--- src/rtl/lot_pkg.sv ---
// Shared types and default sizing for the parking-lot gate controller.
package lot_pkg;

    typedef enum logic [1:0] {
        IDLE = 2'd0,
        F1   = 2'd1,
        F2   = 2'd2,
        F3   = 2'd3
    } pass_state_t;

    localparam int DEF_CAPACITY = 25;
    localparam int DEF_WIDTH    = 5;

endpackage

--- src/rtl/pass_fsm.sv ---
// Detects one complete car passage through a two-beam gate (a then b, both
// cleared in order); reversals and illegal jumps never produce a pulse.
module pass_fsm
    import lot_pkg::*;
(
    input  logic clk,
    input  logic reset,
    input  logic a,
    input  logic b,
    output logic pass,
    output logic busy
);

    pass_state_t state;

    always_ff @(posedge clk) begin
        if (!reset) begin
            state <= IDLE;
            pass  <= 1'b0;
        end else begin
            pass <= 1'b0;
            unique case (state)
                IDLE: begin
                    if ({a, b} == 2'b10) state <= F1;
                end
                F1: begin
                    case ({a, b})
                        2'b11:        state <= F2;
                        2'b00, 2'b01: state <= IDLE;
                        default:      state <= F1;
                    endcase
                end
                F2: begin
                    case ({a, b})
                        2'b01:   state <= F3;
                        2'b10:   state <= F1;
                        2'b00:   state <= IDLE;
                        default: state <= F2;
                    endcase
                end
                F3: begin
                    // Only a clean exit from F3 counts as a completed passage.
                    case ({a, b})
                        2'b00: begin
                            state <= IDLE;
                            pass  <= 1'b1;
                        end
                        2'b11:   state <= F2;
                        2'b10:   state <= IDLE;
                        default: state <= F3;
                    endcase
                end
                default: state <= IDLE;
            endcase
        end
    end

    assign busy = (state != IDLE);

endmodule

--- src/rtl/lot_gate_ctrl.sv ---
// Parking-lot gate controller: synchronizes gate sensors, detects passages and
// drives the external occupancy counter, gate-open commands and status flags.
module lot_gate_ctrl
    import lot_pkg::*;
#(
    parameter int CAPACITY = DEF_CAPACITY,
    parameter int WIDTH    = DEF_WIDTH
) (
    input  logic             clk,
    input  logic             reset,
    input  logic             ent_a,
    input  logic             ent_b,
    input  logic             ext_a,
    input  logic             ext_b,
    input  logic [WIDTH-1:0] count,
    output logic             inc,
    output logic             dec,
    output logic             ent_open,
    output logic             ext_open,
    output logic             full,
    output logic             empty,
    output logic             ovf_err,
    output logic             unf_err
);

    localparam logic [WIDTH-1:0] CAP = WIDTH'(CAPACITY);

    // Bit order {ent_a, ent_b, ext_a, ext_b}.
    logic [3:0] sync1;
    logic [3:0] sync2;
    logic       ent_pass;
    logic       ent_busy;
    logic       ext_pass;
    logic       ext_busy;

    pass_fsm u_ent (
        .clk   (clk),
        .reset (reset),
        .a     (sync2[3]),
        .b     (sync2[2]),
        .pass  (ent_pass),
        .busy  (ent_busy)
    );

    pass_fsm u_ext (
        .clk   (clk),
        .reset (reset),
        .a     (sync2[1]),
        .b     (sync2[0]),
        .pass  (ext_pass),
        .busy  (ext_busy)
    );

    always_ff @(posedge clk) begin
        if (!reset) begin
            sync1    <= '0;
            sync2    <= '0;
            inc      <= 1'b0;
            dec      <= 1'b0;
            ent_open <= 1'b1;
            ext_open <= 1'b0;
            full     <= 1'b0;
            empty    <= 1'b1;
            ovf_err  <= 1'b0;
            unf_err  <= 1'b0;
        end else begin
            sync1 <= {ent_a, ent_b, ext_a, ext_b};
            sync2 <= sync1;
            inc   <= 1'b0;
            dec   <= 1'b0;
            // Simultaneous entry and exit cancel out, so neither command nor error.
            if (ent_pass && !ext_pass) begin
                if (count < CAP) inc <= 1'b1;
                else             ovf_err <= 1'b1;
            end else if (ext_pass && !ent_pass) begin
                if (count != '0) dec <= 1'b1;
                else             unf_err <= 1'b1;
            end
            full     <= (count == CAP);
            empty    <= (count == '0);
            ent_open <= !full || ent_busy;
            ext_open <= ext_busy || sync2[1];
        end
    end

endmodule

--- config.mk ---
export PLATFORM = sky130hd
export DESIGN_NAME = lot_gate_ctrl
export DESIGN_NICKNAME = d
export VERILOG_FILES = /design/src/rtl/lot_pkg.sv /design/src/rtl/pass_fsm.sv /design/src/rtl/lot_gate_ctrl.sv
export SDC_FILE = /design/constraint.sdc
export NUM_CORES = 1
export LEC_CHECK = 0
export ABC_AREA = 1
export ABC_CLOCK_PERIOD_IN_PS = 1200
export BUFFER_PORTS_ARGS = -buffer_cell sky130_fd_sc_hd__buf_4
export CAP_MARGIN = 10
export CELL_PAD_IN_SITES_DETAIL_PLACEMENT = 0
export CELL_PAD_IN_SITES_GLOBAL_PLACEMENT = 1
export CORE_MARGIN = 5
export CORE_UTILIZATION = 38
export CTS_CLUSTER_SIZE = 40
export DETAILED_ROUTE_END_ITERATION = 7
export GPL_TIMING_DRIVEN = 0
export PLACE_DENSITY = 0.87
export SETUP_SLACK_MARGIN = 0.05
export SYNTH_ARGS = -nofsm -noshare
export SYNTH_HDL_FRONTEND = slang
export SYNTH_SLANG_ARGS = --single-unit
--- constraint.sdc ---
create_clock -name clk -period 1.2 [get_ports clk]
set_input_delay 0.3 -clock clk [delete_from_list [all_inputs] [get_ports clk]]
set_output_delay 0.3 -clock clk [all_outputs]
set_load 0.005 [all_outputs]
== Word-level counts from Yosys, hierarchy flattened ==
Cells that the tools add are included.

* Bits in registers: 22
* Bits in latches: 0
* RAM bits: 0
* Memory bits (read-only): 0
* Output and inout port bits: 8
* Logic and storage cells: 74
* Memories: 0

* Add/subtract/negate cells: 0
* Multipliers: 0
* Divide/modulo/power cells: 0
* $lt $le $gt $ge: 1
* Eq/ne operators: 15
* Shift operators: 0
* Multiplexer cells: 14
* Bitwise gates (word level): 5
* Reduce and logical (&&, ||, !) cells: 25

{| class="wikitable"
|+ Operators by type and width
! operator !! number
|-
| equality test 2 bit, second input constant || 8
|-
| case mux 2 bit (2 select lines) || 4
|-
| case mux 2 bit (4 select lines) || 2
|-
| case mux 2 bit (3 select lines) || 2
|-
| equality test 2 x 1 -> 1 bit, second input constant || 4
|-
| logical NOT 2 bit || 4
|-
| AND reduction 2 bit || 4
|-
| OR reduction 2 bit || 4
|-
| equality test 5 bit, second input constant || 1
|-
| logical NOT 5 bit || 1
|-
| < comparator 5 bit, second input constant || 1
|-
| inverter 1 bit || 5
|-
| nonzero test 5 bit || 1
|-
| 2-to-1 mux 1 bit || 4
|-
| 2-to-1 mux 2 bit || 2
|-
| != test 2 x 1 -> 1 bit, second input constant || 2
|-
| nonzero test 2 bit || 2
|-
| logical NOT 1 bit || 3
|-
| AND reduction 3 bit || 1
|-
| OR reduction 3 bit || 1
|-
| logical AND 1 bit || 2
|-
| logical OR 1 bit || 2
|}

== Longest topological paths before layout ==
* Depth in word-level cells: 4
* Mapped depth: 6
* Depth with buffers taken out: 6

== Cells and area by module ==
Synthesis repeated with hierarchy kept, for this count alone.

* Cell total of the unflattened synthesis: 110
* Area total of the unflattened synthesis: 885.8 um2

{| class="wikitable"
|+ By module, submodules not included
! module !! times used !! cells an instance !! area an instance (um2)
|-
| lot_gate_ctrl || 1 || 60 || 508.0
|-
| pass_fsm || 2 || 25 || 188.9
|}

== Worst setup path after synthesis ==
Ideal clock, no wire load.

* Path kind: register -> register
* Start point: reg sync2[0]
* End point: reg u_ext.state[0]
* Setup time: 119 ps
* Arrival time: 973 ps
* Slack: 108 ps
* Cell stages (with the launch flop): 7
* Path buffers: 0
* Cells stage by stage: dfxtp_1 inv_1 ha_1 nand3_1 nand2_1 nor2_1 nor2_1

* Longest elaborated chain between the ends: 4

{| class="wikitable"
|+ Ends and longest elaborated chain
! item !! line !! text
|-
| start: declaration || lot_gate_ctrl.sv:30 || <nowiki>logic [3:0] sync2;</nowiki>
|-
| start signal: assignment || lot_gate_ctrl.sv:68 || <nowiki>sync2 <= sync1;</nowiki>
|-
| equality test 2 bit, or another cell as far along || pass_fsm.sv:24, pass_fsm.sv:34, pass_fsm.sv:43 ||
|-
| OR reduction 2 bit, on equally long branches || n/a ||
|-
| case mux 2 bit (2 select lines), on equally long branches || pass_fsm.sv:43, pass_fsm.sv:27 ||
|-
| case mux 2 bit (4 select lines) || pass_fsm.sv:22 || <nowiki>unique case (state)</nowiki>
|-
| end signal: assignment || pass_fsm.sv:24 || <nowiki>if ({a, b} == 2'b10) state <= F1;</nowiki>
|-
| end signal: assignment || pass_fsm.sv:35 || <nowiki>2'b01: state <= F3;</nowiki>
|-
| end signal: assignment || pass_fsm.sv:36 || <nowiki>2'b10: state <= F1;</nowiki>
|-
| end: declaration || pass_fsm.sv:14 || <nowiki>pass_state_t state;</nowiki>
|}

Several ways; a longest one is shown, not always the timed one.
A chain may end at the register's enable or synchronous reset.

== Worst setup path in the final report ==
Ends and elaborated chain as after synthesis.

==> results.yml <==
run_status:
  status: "finished clean"
critical_path:
  rr_startpoint: "sync2[0]"
  path_cells: "inv_1, ha_1, nand3_1, nand2_1, nor2_1, nor2_1"
  crit_type: "reg2reg"
  cp.buffers_inverters: 1
  startpoint: "sync2[0]"
  arrival_ns: 1.30
  slowest_stage: "dfxtp_2"
  startpoint_type: "flop"
  worst_setup_path_end_kind: "flop"
  cp_max_fo: 5
  cp.depth: 6
  slowest_delay_ns: 0.38
  crit_path_frequent_cell: "nor2_1"
  critPathRequiredTime_ns: 1.39
  critPathTopFamily: "flip-flops"
  reg2regPathDepth: 6
sta:
  rsz0062_at_grt: "yes"
  maxSlewViolCount: 0
  tightest_slew_ns: 0.2358
  finalCritPeriodShare_pct: 92.59
  skew_ns: 0.001428
  setup_viol: 0
  fin_tns_setup_ns: 0
  slew_headroom_pct: 84.26
  period_needed_ns: 1.111
  fmax_ghz: 0.9000
  finalHoldViolations: 0
synth:
  synth_top_cell_area_share_pct: 48.02
  synth-seq-area-share_pct: 48.02
  syn_avg_cell_area_sq_um: 8.116
  yosys_warnings: 0
  synth_commonest_cells: "23 x nand2_1, 22 x dfxtp_1, 20 x inv_1"
  synth_fa_ha_area_share_pct: 15.01
  synth_most_common_cell: "nand2_1"
  synth_area_sq_um: 917.1
  synthXorXnorAreaFrac_pct: 0
  synth_top_cell_by_area: "dfxtp_1"
  synth_cells: 113
  synth_fp_nets: 135
  synthFlopType: "dfxtp_1"
  synth_edf_count: 0
  synth_compound_area_share_pct: 4.366
  synth_seq_cells: 22
  synth_simple_gate_area_share_pct: 22.65
  synth_mux_area_share_pct: 0
  ys_top_cells_by_area: "dfxtp_1 48%, ha_1 15%, nand2_1 9.4%, inv_1 8.2%, nor2_1 7.0%"
  synth_top_family_by_area: "simple AND/OR/NAND/NOR gates"
  synthDistinctLibCells: 17
  synthArstFlopShare_pct: 0
min_path:
  hp-start: "ent_b"
  hold_class: "in2reg"
  hold_depth: 3
global_route:
  antenna_found_initial: 0
  track_usage_pct: 9.205
  grt_pass1_vias: 642
  grt_max_degree: 12
  overflow: 0
  grt_pass1_wl_mm: 2.477
pwr:
  worst_ir_drop_vdd_v: 0.0005347
  power_density_nw_per_um2: 1051
  p_leak_nw: 0.5888
finish:
  area_growth_pct: 21.69
  nNetsFinal: 158
  utilization_pct: 49.50
  fill_cells: 225
  num_antenna_cells: 0
  layout-drive-gt1-share_pct: 21.64
cts:
  clockRootBuffer: "clkbuf_4"
  htree_num_levels: 1
  path_clk_slew_ns: 0.11
  cts.sinks: 22
  clock_latency_ns: 0.29
  clockBufferDepth: 2
  numCtsBuffers: 3
  cts_tree: "built"
flow_run:
  drv_cap: 0
routing:
  drt_iter0_markers: 11
  firstDrtPassIters: 4
  drt-total-wl_mm: 1.396
  ant_nets: 0
  via_count: 701
  vias_per_cell: 4.327
  post_drt_wl_per_cell_um: 8.617
  drc_errors: 0
floorplan:
  start_util_pct: 40.68
  rows: 17
  die_w_um: 59.13
  core_sq_um: 2255
  io_pins: 19
  die-area_sq_um: 3496
  die_h_um: 59.13
placed_design:
  dp_hpwl_mm: 1.102
  gp_congestion: 0.7967
  portBuffers: 17
==> repair_timing <==
item | in CTS | in global routing
gates cloned | 0 | 0
hold buffers | 0 | 0
endpoints found under the setup margin | 1 | 3
gates resized for setup | 2 | 2
setup buffers | 0 | 1
==> area by class of cell <==
cell class	instances	area [sq um]	area share, %
Multi-Input combinational cell	68	385.4	34.53
Buffer	2	12.51	1.121
Inverter	21	78.83	7.063
Sequential cell	22	446.7	40.02
Clock buffer	3	22.52	2.018
Tap cell	28	35.03	3.139
Timing Repair Buffer	18	135.1	12.11
==> where the power goes <==
| part | leakage (nW) | switching, W | internal, W |
|---|---|---|---|
| combinational | 0.394 | 0.0000487 | 0.0000482 |
| clock | 0.0138 | 0.000199 | 0.000117 |
| sequential | 0.181 | 0.0000122 | 0.000749 |
| total | 0.589 | 0.000260 | 0.000914 |
==> cells by family after synthesis <==
kind of cell,Yosys count
AND/OR/NAND/NOR,50
AO/OA/AOI/OAI,7
buffers and inverters,23
adder cells (fa/ha/maj),11
flip-flops,22
==> placed cells by master, fill, tap and decap left out, drive strengths merged <==
cell type,n
a21oi,4
buf,20
clkbuf,3
dfxtp,22
ha,11
inv,21
nand2,23
nand3,7
nand4,1
nor2,18
nor3,1
o211ai,1
o21ai,1
o31ai,1
==> stage by stage <==
stage	area, sq um	hold slack [ns]	setup slack (ns)	total power (W)	instances
after CTS	1105	0.1777	0.06609	0.001188	161
after detailed placement	1080	0.3967	0.008945	0.0008752	158
after floorplan	917.1	0.3905	0.1082	0.0008311	113
final	1116	0.1830	0.08893	0.001173	162
after global routing	1116	0.1754	0.003179	0.001253	162
after global placement	1080	0.3951	0.04330	0.0008710	158
==> per-layer routing <==
metal,GRT usage (%),vias up,wire length (um)
met5,0,-,0
met4,4.854,0,10
met3,2.832,2,126
met2,16.72,17,641
met1,9.318,299,618
li1,-,383,-
==> sequential cells by signal (all words and copies together), names as in the netlist <==
name,flops
empty,1
u_ext.state,2
inc,1
ent_open,1
u_ent.state,2
u_ent.pass,1
ovf_err,1
sync1,4
full,1
sync2,4
u_ext.pass,1
unf_err,1
dec,1
ext_open,1
==> final timing paths <==
kind,to,slack [ns]
setup / recovery,u_ext.state[0],0.09
hold / removal,sync1[2],0.18
setup reg to reg,u_ext.state[0],0.09
hold reg to reg,sync2[0],0.41
==> worst reg2reg max path, cell delays in order, from the launching register on <==
cell and delay [ns]:
dfxtp_2 0.38, inv_1 0.08, ha_1 0.29, nand3_1 0.08
nand2_1 0.05, nor2_1 0.08, nor2_1 0.05
No activity file was read; power rests on OpenSTA's default activity.
